==> config.mk <==
export PLATFORM = sky130hd
export DESIGN_NAME = snk68_sdram_arb
export DESIGN_NICKNAME = d
export VERILOG_FILES = /design/src/rtl/snk68_sdram_arb.sv
export SDC_FILE = /design/constraint.sdc
export NUM_CORES = 1
export LEC_CHECK = 0
export CORE_UTILIZATION = 35
export CTS_CLUSTER_DIAMETER = 80
export DETAILED_ROUTE_END_ITERATION = 10
export PLACE_DENSITY = 0.68
export SETUP_SLACK_MARGIN = 0.5
export SYNTH_ARGS = -nofsm -noshare
export SYNTH_HDL_FRONTEND = slang
export SYNTH_SLANG_ARGS = --single-unit
==> constraint.sdc <==
create_clock -name clk_sys -period 6.7 [get_ports clk_sys]
set_input_delay 1.675 -clock clk_sys [delete_from_list [all_inputs] [get_ports clk_sys]]
set_output_delay 1.675 -clock clk_sys [all_outputs]
set_load 0.01 [all_outputs]
==> src/rtl/snk68_sdram_arb.sv <==
// SNK68 SDRAM front end: packs ROM-download bytes into 16-bit word writes and
// shares the single read port round-robin between cpu, snd and gfx.
module snk68_sdram_arb #(
  parameter int AW = 22
) (
  input  logic          clk_sys,
  input  logic          reset,
  input  logic          rom_download,
  input  logic          ioctl_wr,
  input  logic [24:0]   ioctl_addr,
  input  logic [7:0]    ioctl_dout,
  input  logic          cpu_req,
  input  logic          snd_req,
  input  logic          gfx_req,
  input  logic [AW-1:0] cpu_addr,
  input  logic [AW-1:0] snd_addr,
  input  logic [AW-1:0] gfx_addr,
  output logic [15:0]   cpu_dout,
  output logic [15:0]   snd_dout,
  output logic [15:0]   gfx_dout,
  output logic          cpu_valid,
  output logic          snd_valid,
  output logic          gfx_valid,
  output logic          mem_req,
  output logic          mem_we,
  output logic [AW-1:0] mem_addr,
  output logic [15:0]   mem_din,
  input  logic          mem_ack,
  input  logic [15:0]   mem_q,
  output logic          dl_overrun
);

  localparam logic [0:0] S_IDLE = 1'b0;
  localparam logic [0:0] S_WAIT = 1'b1;

  localparam logic [1:0] G_CPU = 2'd0;
  localparam logic [1:0] G_SND = 2'd1;
  localparam logic [1:0] G_GFX = 2'd2;
  localparam logic [1:0] G_WR  = 2'd3;

  logic [0:0]    state_q, state_d;
  logic [1:0]    rr_q, rr_d;
  logic [1:0]    gnt_q, gnt_d;
  logic [7:0]    lo_byte_q, lo_byte_d;
  logic [AW-1:0] lo_addr_q, lo_addr_d;
  logic          lo_valid_q, lo_valid_d;
  logic          pend_q, pend_d;
  logic [AW-1:0] pend_addr_q, pend_addr_d;
  logic [15:0]   pend_data_q, pend_data_d;
  logic          flush_q, flush_d;
  logic          dl_prev_q, dl_prev_d;
  logic          overrun_q, overrun_d;
  logic          mem_req_q, mem_req_d;
  logic          mem_we_q, mem_we_d;
  logic [AW-1:0] mem_addr_q, mem_addr_d;
  logic [15:0]   mem_din_q, mem_din_d;
  logic [15:0]   cpu_dout_q, cpu_dout_d;
  logic [15:0]   snd_dout_q, snd_dout_d;
  logic [15:0]   gfx_dout_q, gfx_dout_d;
  logic [2:0]    valid_q, valid_d;

  logic          byte_lo;
  logic          word_done;
  logic          dl_fall;
  logic [2:0]    req_vec;
  logic          pend_take;
  logic          rd_hit;
  logic [1:0]    rd_sel;
  logic [2:0]    cand;
  logic [AW-1:0] rd_addr;

  // Byte-address bits above the SDRAM range carry no information here.
  logic          unused_addr_hi;
  assign unused_addr_hi = ^ioctl_addr[24:AW+1];

  assign byte_lo   = rom_download && ioctl_wr && !ioctl_addr[0];
  assign word_done = rom_download && ioctl_wr &&  ioctl_addr[0];
  assign dl_fall   = dl_prev_q && !rom_download;
  assign req_vec   = {gfx_req, snd_req, cpu_req} & {3{!rom_download}};

  always_comb begin
    state_d     = state_q;
    rr_d        = rr_q;
    gnt_d       = gnt_q;
    lo_byte_d   = lo_byte_q;
    lo_addr_d   = lo_addr_q;
    lo_valid_d  = lo_valid_q;
    pend_d      = pend_q;
    pend_addr_d = pend_addr_q;
    pend_data_d = pend_data_q;
    flush_d     = flush_q;
    dl_prev_d   = rom_download;
    overrun_d   = overrun_q;
    mem_req_d   = mem_req_q;
    mem_we_d    = mem_we_q;
    mem_addr_d  = mem_addr_q;
    mem_din_d   = mem_din_q;
    cpu_dout_d  = cpu_dout_q;
    snd_dout_d  = snd_dout_q;
    gfx_dout_d  = gfx_dout_q;
    valid_d     = 3'b000;
    pend_take   = 1'b0;
    rd_hit      = 1'b0;
    rd_sel      = G_CPU;
    cand        = 3'd0;

    // Scan from furthest to nearest so the requester closest to rr_q wins.
    for (int k = 2; k >= 0; k--) begin
      cand = {1'b0, rr_q} + k[2:0];
      if (cand >= 3'd3) cand = cand - 3'd3;
      if (req_vec[cand[1:0]]) begin
        rd_hit = 1'b1;
        rd_sel = cand[1:0];
      end
    end

    case (rd_sel)
      G_SND:   rd_addr = snd_addr;
      G_GFX:   rd_addr = gfx_addr;
      default: rd_addr = cpu_addr;
    endcase

    case (state_q)
      S_IDLE: begin
        if (pend_q) begin
          pend_take  = 1'b1;
          pend_d     = 1'b0;
          mem_req_d  = 1'b1;
          mem_we_d   = 1'b1;
          mem_addr_d = pend_addr_q;
          mem_din_d  = pend_data_q;
          gnt_d      = G_WR;
          state_d    = S_WAIT;
        end else if (flush_q) begin
          flush_d    = 1'b0;
          mem_req_d  = 1'b1;
          mem_we_d   = 1'b1;
          mem_addr_d = lo_addr_q;
          mem_din_d  = {8'h00, lo_byte_q};
          gnt_d      = G_WR;
          state_d    = S_WAIT;
        end else if (rd_hit) begin
          mem_req_d  = 1'b1;
          mem_we_d   = 1'b0;
          mem_addr_d = rd_addr;
          gnt_d      = rd_sel;
          rr_d       = (rd_sel == G_GFX) ? G_CPU : rd_sel + 2'd1;
          state_d    = S_WAIT;
        end
      end
      default: begin
        if (mem_ack) begin
          mem_req_d = 1'b0;
          state_d   = S_IDLE;
          case (gnt_q)
            G_CPU: begin cpu_dout_d = mem_q; valid_d[0] = 1'b1; end
            G_SND: begin snd_dout_d = mem_q; valid_d[1] = 1'b1; end
            G_GFX: begin gfx_dout_d = mem_q; valid_d[2] = 1'b1; end
            default: ;
          endcase
        end
      end
    endcase

    if (byte_lo) begin
      lo_byte_d  = ioctl_dout;
      lo_addr_d  = ioctl_addr[AW:1];
      lo_valid_d = 1'b1;
    end

    // A word landing on top of an unissued one replaces it.
    if (word_done) begin
      if (pend_q && !pend_take) overrun_d = 1'b1;
      pend_d      = 1'b1;
      pend_addr_d = ioctl_addr[AW:1];
      pend_data_d = {ioctl_dout, lo_byte_q};
      lo_valid_d  = 1'b0;
    end

    if (dl_fall && lo_valid_q) begin
      flush_d    = 1'b1;
      lo_valid_d = 1'b0;
    end
  end

  always_ff @(posedge clk_sys or posedge reset) begin
    if (reset) begin
      state_q     <= S_IDLE;
      rr_q        <= G_CPU;
      gnt_q       <= G_CPU;
      lo_byte_q   <= '0;
      lo_addr_q   <= '0;
      lo_valid_q  <= 1'b0;
      pend_q      <= 1'b0;
      pend_addr_q <= '0;
      pend_data_q <= '0;
      flush_q     <= 1'b0;
      dl_prev_q   <= 1'b0;
      overrun_q   <= 1'b0;
      mem_req_q   <= 1'b0;
      mem_we_q    <= 1'b0;
      mem_addr_q  <= '0;
      mem_din_q   <= '0;
      cpu_dout_q  <= '0;
      snd_dout_q  <= '0;
      gfx_dout_q  <= '0;
      valid_q     <= '0;
    end else begin
      state_q     <= state_d;
      rr_q        <= rr_d;
      gnt_q       <= gnt_d;
      lo_byte_q   <= lo_byte_d;
      lo_addr_q   <= lo_addr_d;
      lo_valid_q  <= lo_valid_d;
      pend_q      <= pend_d;
      pend_addr_q <= pend_addr_d;
      pend_data_q <= pend_data_d;
      flush_q     <= flush_d;
      dl_prev_q   <= dl_prev_d;
      overrun_q   <= overrun_d;
      mem_req_q   <= mem_req_d;
      mem_we_q    <= mem_we_d;
      mem_addr_q  <= mem_addr_d;
      mem_din_q   <= mem_din_d;
      cpu_dout_q  <= cpu_dout_d;
      snd_dout_q  <= snd_dout_d;
      gfx_dout_q  <= gfx_dout_d;
      valid_q     <= valid_d;
    end
  end

  assign cpu_dout   = cpu_dout_q;
  assign snd_dout   = snd_dout_q;
  assign gfx_dout   = gfx_dout_q;
  assign cpu_valid  = valid_q[0];
  assign snd_valid  = valid_q[1];
  assign gfx_valid  = valid_q[2];
  assign mem_req    = mem_req_q;
  assign mem_we     = mem_we_q;
  assign mem_addr   = mem_addr_q;
  assign mem_din    = mem_din_q;
  assign dl_overrun = overrun_q;

endmodule

Yosys cells after proc, flatten, opt, wreduce, memory -nomap -nowiden
Index checks and enable logic that the tools add are counted.
{ "op_classes": {"add_sub_neg": 6, "mul": 0, "div_mod_pow": 0, "n_lt_le_gt_ge": 6, "n_eq_ne": 8, "n_shift": 0, "n_mux": 53, "bitwise_logic": 4, "n_reduce_logical": 23} }
{ "ops": {"columns": ["operator", "n"], "rows": [
  ["two-way mux 22 bit", 3],
  ["one-hot mux 22 bit (2 select lines)", 1],
  ["two-way mux 1 bit", 32],
  ["two-way mux 16 bit", 2],
  ["two-way mux 2 bit", 10],
  ["AND reduction 2 bit", 5],
  ["< comparator 2 x 3 -> 1 bit, second input constant", 3],
  ["AND reduction 3 bit", 3],
  ["binary-select mux 1 bit (select 2 bit)", 3],
  [">= comparator 3 x 2 -> 1 bit, second input constant", 2],
  ["logical AND 1 bit", 6],
  ["two-way mux 3 bit", 2],
  ["inequality test 2 x 1 -> 1 bit, second input constant", 3],
  ["nonzero test 3 bit", 2],
  ["subtractor 2 bit, second input constant", 3],
  ["equality test 2 x 1 -> 1 bit, second input constant", 2],
  ["equality test 2 bit, second input constant", 2],
  ["AND reduction 4 bit", 1],
  ["nonzero test 4 bit", 1],
  ["adder 2 x 1 -> 3 bit, second input constant", 1],
  ["adder 2 x 2 -> 3 bit, second input constant", 1],
  ["bitwise AND 3 bit", 1],
  ["logical NOT 1 bit", 3],
  ["inverter 1 bit", 3],
  ["5 further kinds", 5]
]} }
{ "word_totals": {"regBits": 169, "latch_bits": 0, "ramBits": 0, "rom_bits": 0, "input_bits": 123, "elab_cells": 120, "n_memories": 0} }

Logic depth before layout (Yosys ltp)
Gate-level depths: netlist of run 1.
{ "logic_depth": {"ltp_word": 13, "mapped_depth": 14, "mapped_depth_nobuf": 13} }

Worst setup path after synthesis of run 1
No wires, ideal clock.
{ "synth_path": {"kind": "input-to-reg", "start": "input rom_download", "end": "register mem_addr_q[0], in the netlist mem_addr[0]", "setup_ns": 0.125, "arrival_time_ns": 3.703, "required_ns": 6.575, "setup_slack_ns": 2.872, "stages": 13, "path_cell_list": "clkbuf_2 > inv_1 > o2111ai_1 > o21ai_0 > a21oi_1 > ha_1 > clkbuf_1 > clkbuf_1 > nor2_1 > a211oi_1 > a21oi_1 > o21ai_0 > mux2_4"} }
{ "synth_via": {"elab_chain_len": 12} }
{ "synth_rtl": {"columns": ["element", "line_no", "text"], "rows": [
  ["start, declared", "8", "input logic rom_download,"],
  ["logical NOT 1 bit (*)", "79", "assign req_vec = {gfx_req, snd_req, cpu_req} & {3{!rom_download}};"],
  ["bitwise AND 3 bit (*)", "79", null],
  ["binary-select mux 1 bit (select 2 bit)", "111", "if (req_vec[cand[1:0]]) begin"],
  ["two-way mux 1 bit (not written as such)", "111", null],
  ["two-way mux 2 bit (3 in a row)", "111", null],
  ["equality test 2 bit or equality test 2 x 1 -> 1 bit (tied branches)", "117", "case (rd_sel)"],
  ["one-hot mux 22 bit (2 select lines)", "117", null],
  ["two-way mux 22 bit", "142", "end else if (rd_hit) begin"],
  ["two-way mux 22 bit", "134", "end else if (flush_q) begin"],
  ["two-way mux 22 bit", "125", "if (pend_q) begin"],
  ["end signal, assigned", "223", "mem_addr_q <= mem_addr_d;"],
  ["end, declared", "55", "logic [AW-1:0] mem_addr_q, mem_addr_d;"]
]} }
Every way passes the cells marked *; elsewhere a longest branch is shown, timed or not. The select of a mux whose other input is x is not followed.
A chain may end at the register's enable or synchronous reset.

Worst setup path after layout of run 1
Same ends and word-level chain as after synthesis.

==> impl_metrics.toml, run 1 <==
[routing]
avgViaCountPerCell = 4.92
wl_um = 17700
postRouteAntennaNets = 0
firstDrtPassIters = 5
drtIter0Drc = 222
wire_per_inst_um = 16.5
drc_errors = 0
vias = 5279

[timing]
max_freq_mhz = 209
final_hold_viol_count = 0
setup_tns_ns = 0
layout_min_cycle_time_ns = 4.78
fin_crit_sh_pct = 71.4
finalSetupViolations = 0
maxSlewHeadroom_pct = 22.7
final-max-slew-violation-count = 0
tightest_slew_ns = 1.16
skew_ns = 0.00927
rsz0062_at_grt = "no"

[clock_network]
htree_levels = 4
clk_pin_slew_ns = 0.08
cts_root_buffer = "clkbuf_16"
hold_buffers = 0
cts_resized = 0
cts.sinks = 169
cts_made_buffers = 17
clk_latency_ns = 0.42
cts_tree = "yes"
clockBufferDepth = 2
cts_setup_buffers = 0

[critical_path]
critical_path.max_fanout = 26
start_kind = "input port"
critPathKind = "in -> reg"
cp-end-kind = "flop"
cp.required_ns = 7.06
reg2reg_slack_ns = 3.01
worstPathArrival_ns = 5.14

[synthesis]
synth-edff-count = 0
syn_area_um2 = 7510
yosys_warnings = 0
synth_top_family_by_area = "multiplexers"
synth_cells = 584
synth-async-reset-ratio_pct = 100
ys_seq_area_share_pct = 56.3
synth_compound_area_share_pct = 11.2
synthFlopType = "dfrtp_1"
synth-simple-area-share_pct = 5.20
synth_xor_area_share_pct = 0
synth.distinct_cells = 45
syn_nets = 714
synth.avg_cell_area_um2 = 12.9
synth_fa_ha_area_share_pct = 1.17
synth-seq-cells = 169
muxShareOfSynthArea_pct = 23.3

[layout]
drive_gt1_share_pct = 23.5
layout_commonest_cell = "clkdlybuf4s50_1"
final_cell_mix = "212 x clkdlybuf4s50_1, 168 x dfrtp_1, 120 x mux2_2"
syn2layout_area_growth_pct = 39.8
final_cell_count_no_fill = 1073
fin_nets = 914

[pwr]
p_leak_uw = 0.00441
ir_drop_mv = 0.258
power.density_nw_per_um2 = 416

[run_status]
status = "complete, no violations"

[placement]
port_buffers = 212
place_hpwl_um = 12100
gp_congestion = 0.766
placedCellCount = 1040

[job]
drv_cap = 0

[floorplanning]
die_h_um = 148
start_util_pct = 35.7
num_rows = 53
core_um2 = 21000
ios = 215
dieArea_um2 = 22000
die_w_um = 148

[global_route]
overflow = 0
grt_pass1_vias = 5399
grt_max_degree = 170
grt.total_usage_pct = 16.6
grt_antenna_before_repair = 1
grt_pass1_wl_um = 28300

[min_path]
hp-class = "reg -> reg"
Yosys cell counts (2+ instances only):
| master | n | area share [%] |
|---|---|---|
| nor2b_1 | 2 | 0.17 |
| nand2_1 | 42 | 2.1 |
| mux2_1 | 2 | 0.30 |
| mux2_4 | 17 | 3.4 |
| a211oi_1 | 21 | 2.1 |
| dfrtp_1 | 169 | 56 |
| clkbuf_1 | 18 | 0.90 |
| a21o_1 | 3 | 0.30 |
| nor2_1 | 28 | 1.4 |
| a21oi_1 | 25 | 1.7 |
| o21ai_0 | 32 | 2.1 |
| buf_1 | 15 | 0.75 |
| nand3b_1 | 2 | 0.20 |
| inv_1 | 9 | 0.45 |
| a22oi_1 | 22 | 2.2 |
| a22o_1 | 8 | 0.93 |
| ha_1 | 7 | 1.2 |
| mux2i_1 | 12 | 1.6 |
| a2bb2oi_2 | 2 | 0.40 |
| nand3_1 | 2 | 0.13 |
| buf_12 | 2 | 0.53 |
| mux2_2 | 120 | 18 |
| buf_2 | 2 | 0.13 |
per-stage QoR:
| stage | util [%] | setup WS, ns | area (um2) | total power [uW] | hold WS (ns) |
|---|---|---|---|---|---|
| finish | 49.9 | 1.92 | 10500 | 4370 | 0.477 |
| global route | 49.9 | 1.60 | 10500 | 4640 | 0.504 |
| global placement | 47.0 | 1.59 | 9870 | 3360 | 0.461 |
| floorplan | - | 2.87 | 7510 | 2590 | 0.447 |
| CTS | 49.9 | 1.92 | 10500 | 4420 | 0.482 |
| detailed placement | 47.0 | 1.49 | 9870 | 3400 | 0.463 |
worst max-delay path: stages:
cell             delay [ns]
clkdlybuf4s50_1        0.70
inv_1                  0.18
o2111ai_1              0.15
o21ai_0                0.12
a21oi_1                0.41
ha_1                   0.70
buf_4                  0.35
nor2_1                 0.07
a211oi_1               0.35
a21oi_1                0.07
o21ai_0                0.17
mux2_4                 0.17
logic make-up after synthesis:
logic type      after synthesis
compound gates              124
fa+ha+maj                     7
buf+inv                      47
flops                       169
mux                         151
simple gates                 86
registers in the layout, summed over array words and instances (netlist names), 2 cells and up:
name         flops
pend_addr_q     22
pend_data_q     16
mem_din         16
snd_dout        16
valid_q          3
gfx_dout        16
rr_q             2
lo_addr_q       22
cpu_dout        16
lo_byte_q        8
mem_addr        22
gnt_q            2
final timing paths:
kind / start / to / cells past startpoint
min: dl_overrun / dl_overrun / 1
max: rom_download / mem_addr[0] / 12
max in group asynchronous: reset / pend_q / 3
min reg2reg: dl_overrun / dl_overrun / 1
min in group asynchronous: reset / cpu_dout[11] / 3
max reg2reg: rr_q[0] / mem_addr[0] / 13
report_power, final:
part           switching, uW  internal (uW)  total [uW]
sequential               195           1380        1580
clock                    464            543        1010
combinational            754           1030        1780
routing by layer:
metal / wire length, um / up-vias / track usage, %
met3: 1200 / 19 / 4.91
met2: 8580 / 137 / 26.8
met5: 0 / - / 0
met1: 7620 / 2603 / 21.0
met4: 292 / 0 / 5.98
li1: - / 2520 / -
final cells by class:
class,instances,area (um2)
Multi-Input combinational cell,368,3070
Tap cell,275,344
Fill cell,1827,10500
Sequential cell,169,4230
Timing Repair Buffer,219,2190
Clock buffer,17,425
Antenna cell,1,2.50
Clock inverter,15,195
Inverter,9,37.5
Power figures use the tool's default switching activity.
==> run 2: changes to the inputs <==
PLACE_DENSITY = 0.7   (was 0.68)
clock period = 4 ns   (was 6.7 ns; I/O delays follow)
==> run 2 against run 1 <==
Compared with the run above:
- final cell count grew 0.93%
- setup slack lost 1.3 ns
- power grew 67%
- critical endpoint is now mem_addr[20]
- worst hold slack is essentially flat
- first-iteration DRC count shrank 4.5%
- register-to-register slack lost 2.2 ns
- combinational power grew 69%
==> impl_metrics.toml, run 2 (synthesis gave the netlist of run 1 again) <==
[run_status]
status = "complete, no violations"

[layout]
insertedDiodeCount = 0
drive_gt1_share_pct = 24.9
layout_commonest_cell = "clkdlybuf4s50_1"
fin_nets = 926
final_cell_mix = "210 x clkdlybuf4s50_1, 168 x dfrtp_1, 120 x mux2_2"
syn2layout_area_growth_pct = 41.0

[routing]
firstDrtPassIters = 4
vias = 5323
drtIter0Drc = 212
drc_errors = 0
wl_um = 18100
wire_per_inst_um = 16.7
avgViaCountPerCell = 4.92
postRouteAntennaNets = 0

[timing]
finalWorstSetupSlack_ns = 0.655
final_hold_viol_count = 0
rsz0062_at_grt = "no"
tightest_slew_ns = 1.07
maxSlewHeadroom_pct = 28.6
final-max-slew-violation-count = 0
skew_ns = 0.00878
fin_crit_sh_pct = 83.6
layout_min_cycle_time_ns = 3.35
max_freq_mhz = 299
setup_tns_ns = 0
finalSetupViolations = 0

[min_path]
hp-start = "lo_valid_q"
min_to = "lo_valid_q"
hp-class = "reg -> reg"
hold_depth = 2

[critical_path]
reg2reg_slack_ns = 0.83
crit_chain = "clkdlybuf4s50_1 -> mux2i_1 -> o22a_1 -> a41oi_2 -> buf_4 -> ha_1 -> buf_12 -> a22oi_1 -> a211oi_2 -> buf_4 -> a21oi_1 -> o21ai_0 -> mux2_2"
reg2reg_from = "rr_q[0]"
critPathMaxStageDelay_ns = 0.48
cp.required_ns = 4.31
worstPathArrival_ns = 3.66
critical_path.max_fanout = 22
worstRegToRegCells = 15
worst_path_most_repeated_cell = "buf_4"
cp-end-kind = "flop"
cpMaxStageDelayCell = "clkdlybuf4s50_1"
critPathKind = "in -> reg"
r2r-end = "mem_addr[20]"
start_kind = "input port"

[floorplanning]
num_rows = 53
start_util_pct = 35.7
ios = 215
die_h_um = 148
core_um2 = 21000
dieArea_um2 = 22000
die_w_um = 148

[pwr]
p_leak_uw = 0.00446
ir_drop_mv = 0.352
power.density_nw_per_um2 = 690

[clock_network]
cts_made_buffers = 17
cts.sinks = 169
clk_pin_slew_ns = 0.07
clk_latency_ns = 0.42
hold_buffers = 0
clockBufferDepth = 2
cts_root_buffer = "clkbuf_16"
cts_tree = "yes"
htree_levels = 4

[global_route]
overflow = 0
grt.total_usage_pct = 16.7
grt_max_degree = 102
grt_pass1_wl_um = 28500
grt_pass1_vias = 5223
grt_antenna_before_repair = 0

[placement]
pre_cts_slack_ns = 0.0170
port_buffers = 212
gp_congestion = 0.807
place_hpwl_um = 12600

[job]
drv_cap = 0
run 2: through the flow:
stage	total power (uW)	hold WS [ns]	area (um2)	utilization, %	std cells
3_3_place_gp	5680	0.460	9980	47.5	1050
3_5_place_dp	5750	0.462	9980	47.5	1050
6_report	7300	0.477	10600	50.4	1083
2_1_floorplan	4340	0.447	7510	-	584
4_1_cts	7370	0.481	10600	50.2	1081
5_1_grt	7740	0.507	10600	50.4	1083
run 2: how the worst max path moves through the flow:
stage                  from  cells after the start           end  slack (ns)
detailed placement  gfx_req                     14  mem_addr[20]        0.02
finish              cpu_req                     13  mem_addr[20]        0.65
floorplan             reset                      1   cpu_dout[0]        0.85
global route        cpu_req                     13  mem_addr[20]        0.51
CTS                 snd_req                     14  mem_addr[20]        0.52
global placement    gfx_req                     14  mem_addr[20]        0.12
run 2: routing by layer:
layer	track usage [%]	routed length, um
met5	0	0
met4	4.95	232
met2	28.2	8920
met3	5.12	1130
met1	20.5	7830
run 2: repair_timing:
item,in CTS,in global routing
pin swaps,0,1
cloned,0,0
buffers inserted,0,2
setup endpoints to repair,1,15
resized for setup,1,4
endpoints found under the hold margin,0,0
run 2: area by class of cell:
| class | count | area, um2 |
|---|---|---|
| inverter | 9 | 37.5 |
| sequential | 169 | 4230 |
| multi-input combinational | 368 | 3090 |
| clock buffer | 17 | 425 |
| fill | 1815 | 10400 |
| timing repair buffer | 231 | 2320 |
| tap | 275 | 344 |
| clock inverter | 14 | 140 |
run 2: power breakdown:
part	internal (uW)	switching (uW)
Sequential	2320	388
Clock	870	721
Combinational	1780	1230
run 2: critical path, delay by kind of cell:
family	cells	cell delay [ns]
buffers and inverters	4	1.01
adder cells (fa/ha/maj)	1	0.22
multiplexers	2	0.51
AO/OA/AOI/OAI	6	0.89
==> run 3: changes to the inputs <==
PLACE_DENSITY = 0.68   (was 0.7)
clock period = 3.2 ns   (was 4 ns; I/O delays follow)
==> run 3 against run 2 <==
Compared with the run above:
- setup slack got worse by 0.26 ns
- register-to-register slack got worse by 0.43 ns
- final cell count rose by 2.6%
- combinational power rose by 43%
- non-clock buffer count rose by 27
- worst hold slack improved by 0.0035 ns
- wire length rose by 8.4%
==> impl_metrics.toml, run 3 (synthesis gave the netlist of run 1 again) <==
[critical_path]
start_kind = "flop"
cp.required_ns = 3.52
critPathKind = "reg -> reg"
critical_path.max_fanout = 11
worstPathArrival_ns = 3.12
reg2reg_from = "rr_q[1]"
worstRegToRegCells = 14
reg2reg_slack_ns = 0.40
cp-end-kind = "flop"
r2r-end = "mem_addr[11]"

[clock_network]
hold_buffers = 0
cts_tree = "yes"
cts_made_buffers = 17
htree_levels = 4
clk_latency_ns = 0.43
clockBufferDepth = 2
clk_pin_slew_ns = 0.07
cts_root_buffer = "clkbuf_16"
cts.sinks = 169

[min_path]
hp-class = "reg -> reg"
hold_depth = 1
min_to = "mem_req"
hp-start = "mem_req"

[timing]
final_hold_viol_count = 0
finalWorstSetupSlack_ns = 0.396
rsz0062_at_grt = "yes"
fin_crit_sh_pct = 87.6
skew_ns = 0.00974
maxSlewHeadroom_pct = 43.1
tightest_slew_ns = 0.851
final-max-slew-violation-count = 0
layout_min_cycle_time_ns = 2.80
finalSetupViolations = 0
max_freq_mhz = 357

[global_route]
grt_max_degree = 47
overflow = 0
grt.total_usage_pct = 17.9
grt_pass1_wl_um = 30200
grt_antenna_before_repair = 0
grt_pass1_vias = 5549

[run_status]
status = "complete, no violations"

[pwr]
power.density_nw_per_um2 = 872
ir_drop_mv = 0.382
p_leak_uw = 0.00467
report.power.total_uw = 9790

[layout]
stdcell_area_um2 = 11200
fin_nets = 953
insertedDiodeCount = 0
final_util_pct = 53.4
final_cell_count_no_fill = 1111
syn2layout_area_growth_pct = 49.5
drive_gt1_share_pct = 33.0
final_cell_mix = "208 x clkdlybuf4s50_1, 167 x dfrtp_1, 119 x mux2_2"
layout_commonest_cell = "clkdlybuf4s50_1"

[placement]
port_buffers = 212
placed_area_um2 = 10200
pre_cts_slack_ns = -0.277
place_hpwl_um = 13200
gp_congestion = 0.773
placedCellCount = 1069

[routing]
drtIter0Drc = 145
firstDrtPassIters = 4
avgViaCountPerCell = 4.95
vias = 5496
wl_um = 19600
wire_per_inst_um = 17.7
drc_errors = 0
postRouteAntennaNets = 0

[floorplanning]
core_um2 = 21000
die_w_um = 148
dieArea_um2 = 22000
die_h_um = 148
ios = 215
start_util_pct = 35.7
num_rows = 53

[job]
drv_cap = 0
run 3: final cells by class:
type | instances | area (um2)
fill | 1792 | 9800
sequential | 169 | 4230
multi-input combinational | 368 | 3350
timing repair buffer | 258 | 2650
clock buffer | 18 | 429
tap | 275 | 344
clock inverter | 14 | 184
inverter | 9 | 37.5
run 3: stage by stage:
step,hold slack (ns),TNS (ns)
after CTS,0.485,0
final,0.480,0
after global placement,0.460,-4.48
after floorplan,0.447,0
after detailed placement,0.465,-4.95
after global routing,0.508,0
run 3: critical path, stage by stage, from the launching register on:
cell and delay, ns:
dfrtp_1 0.43, inv_2 0.11, ha_4 0.17, or2b_1 0.24, o22ai_2 0.12, a21o_1 0.18
a41oi_4 0.19, buf_6 0.17, ha_4 0.16, buf_6 0.15, a22oi_1 0.14, a211oi_1 0.11
a21oi_1 0.14, o21ai_0 0.10, mux2_4 0.27
run 3: worst max-delay path by stage:
| stage | cells after the start | from | end | slack, ns |
|---|---|---|---|---|
| floorplan | 1 | reset | cpu_dout[0] | 0.25 |
| global placement | 13 | gfx_req | mem_addr[13] | -0.27 |
| detailed placement | 13 | gfx_req | mem_addr[9] | -0.28 |
| CTS | 14 | rr_q[0] | mem_addr[21] | 0.37 |
| global route | 13 | rr_q[0] | mem_addr[7] | 0.28 |
| finish | 14 | rr_q[1] | mem_addr[11] | 0.40 |
run 3: where the power goes:
| group | total [uW] | switching (uW) | internal, uW |
|---|---|---|---|
| logic | 4300 | 1770 | 2540 |
| registers | 3370 | 470 | 2900 |
| clock network | 2120 | 930 | 1190 |
run 3: routing by layer:
layer | vias to the layer above | track usage [%] | share of wire (%)
met5 | - | 0 | 0
met4 | 0 | 6.24 | 2.3
met3 | 30 | 4.66 | 5.7
met2 | 132 | 30.6 | 49
met1 | 2760 | 21.8 | 43
li1 | 2574 | - | -
run 3: what timing repair did:
action	4_1_cts	5_1_grt
pin swaps	13	15
cloned	1	2
buffers inserted	5	2
resized for setup	59	19
setup endpoints to repair	22	23
hold endpoints to repair	0	0
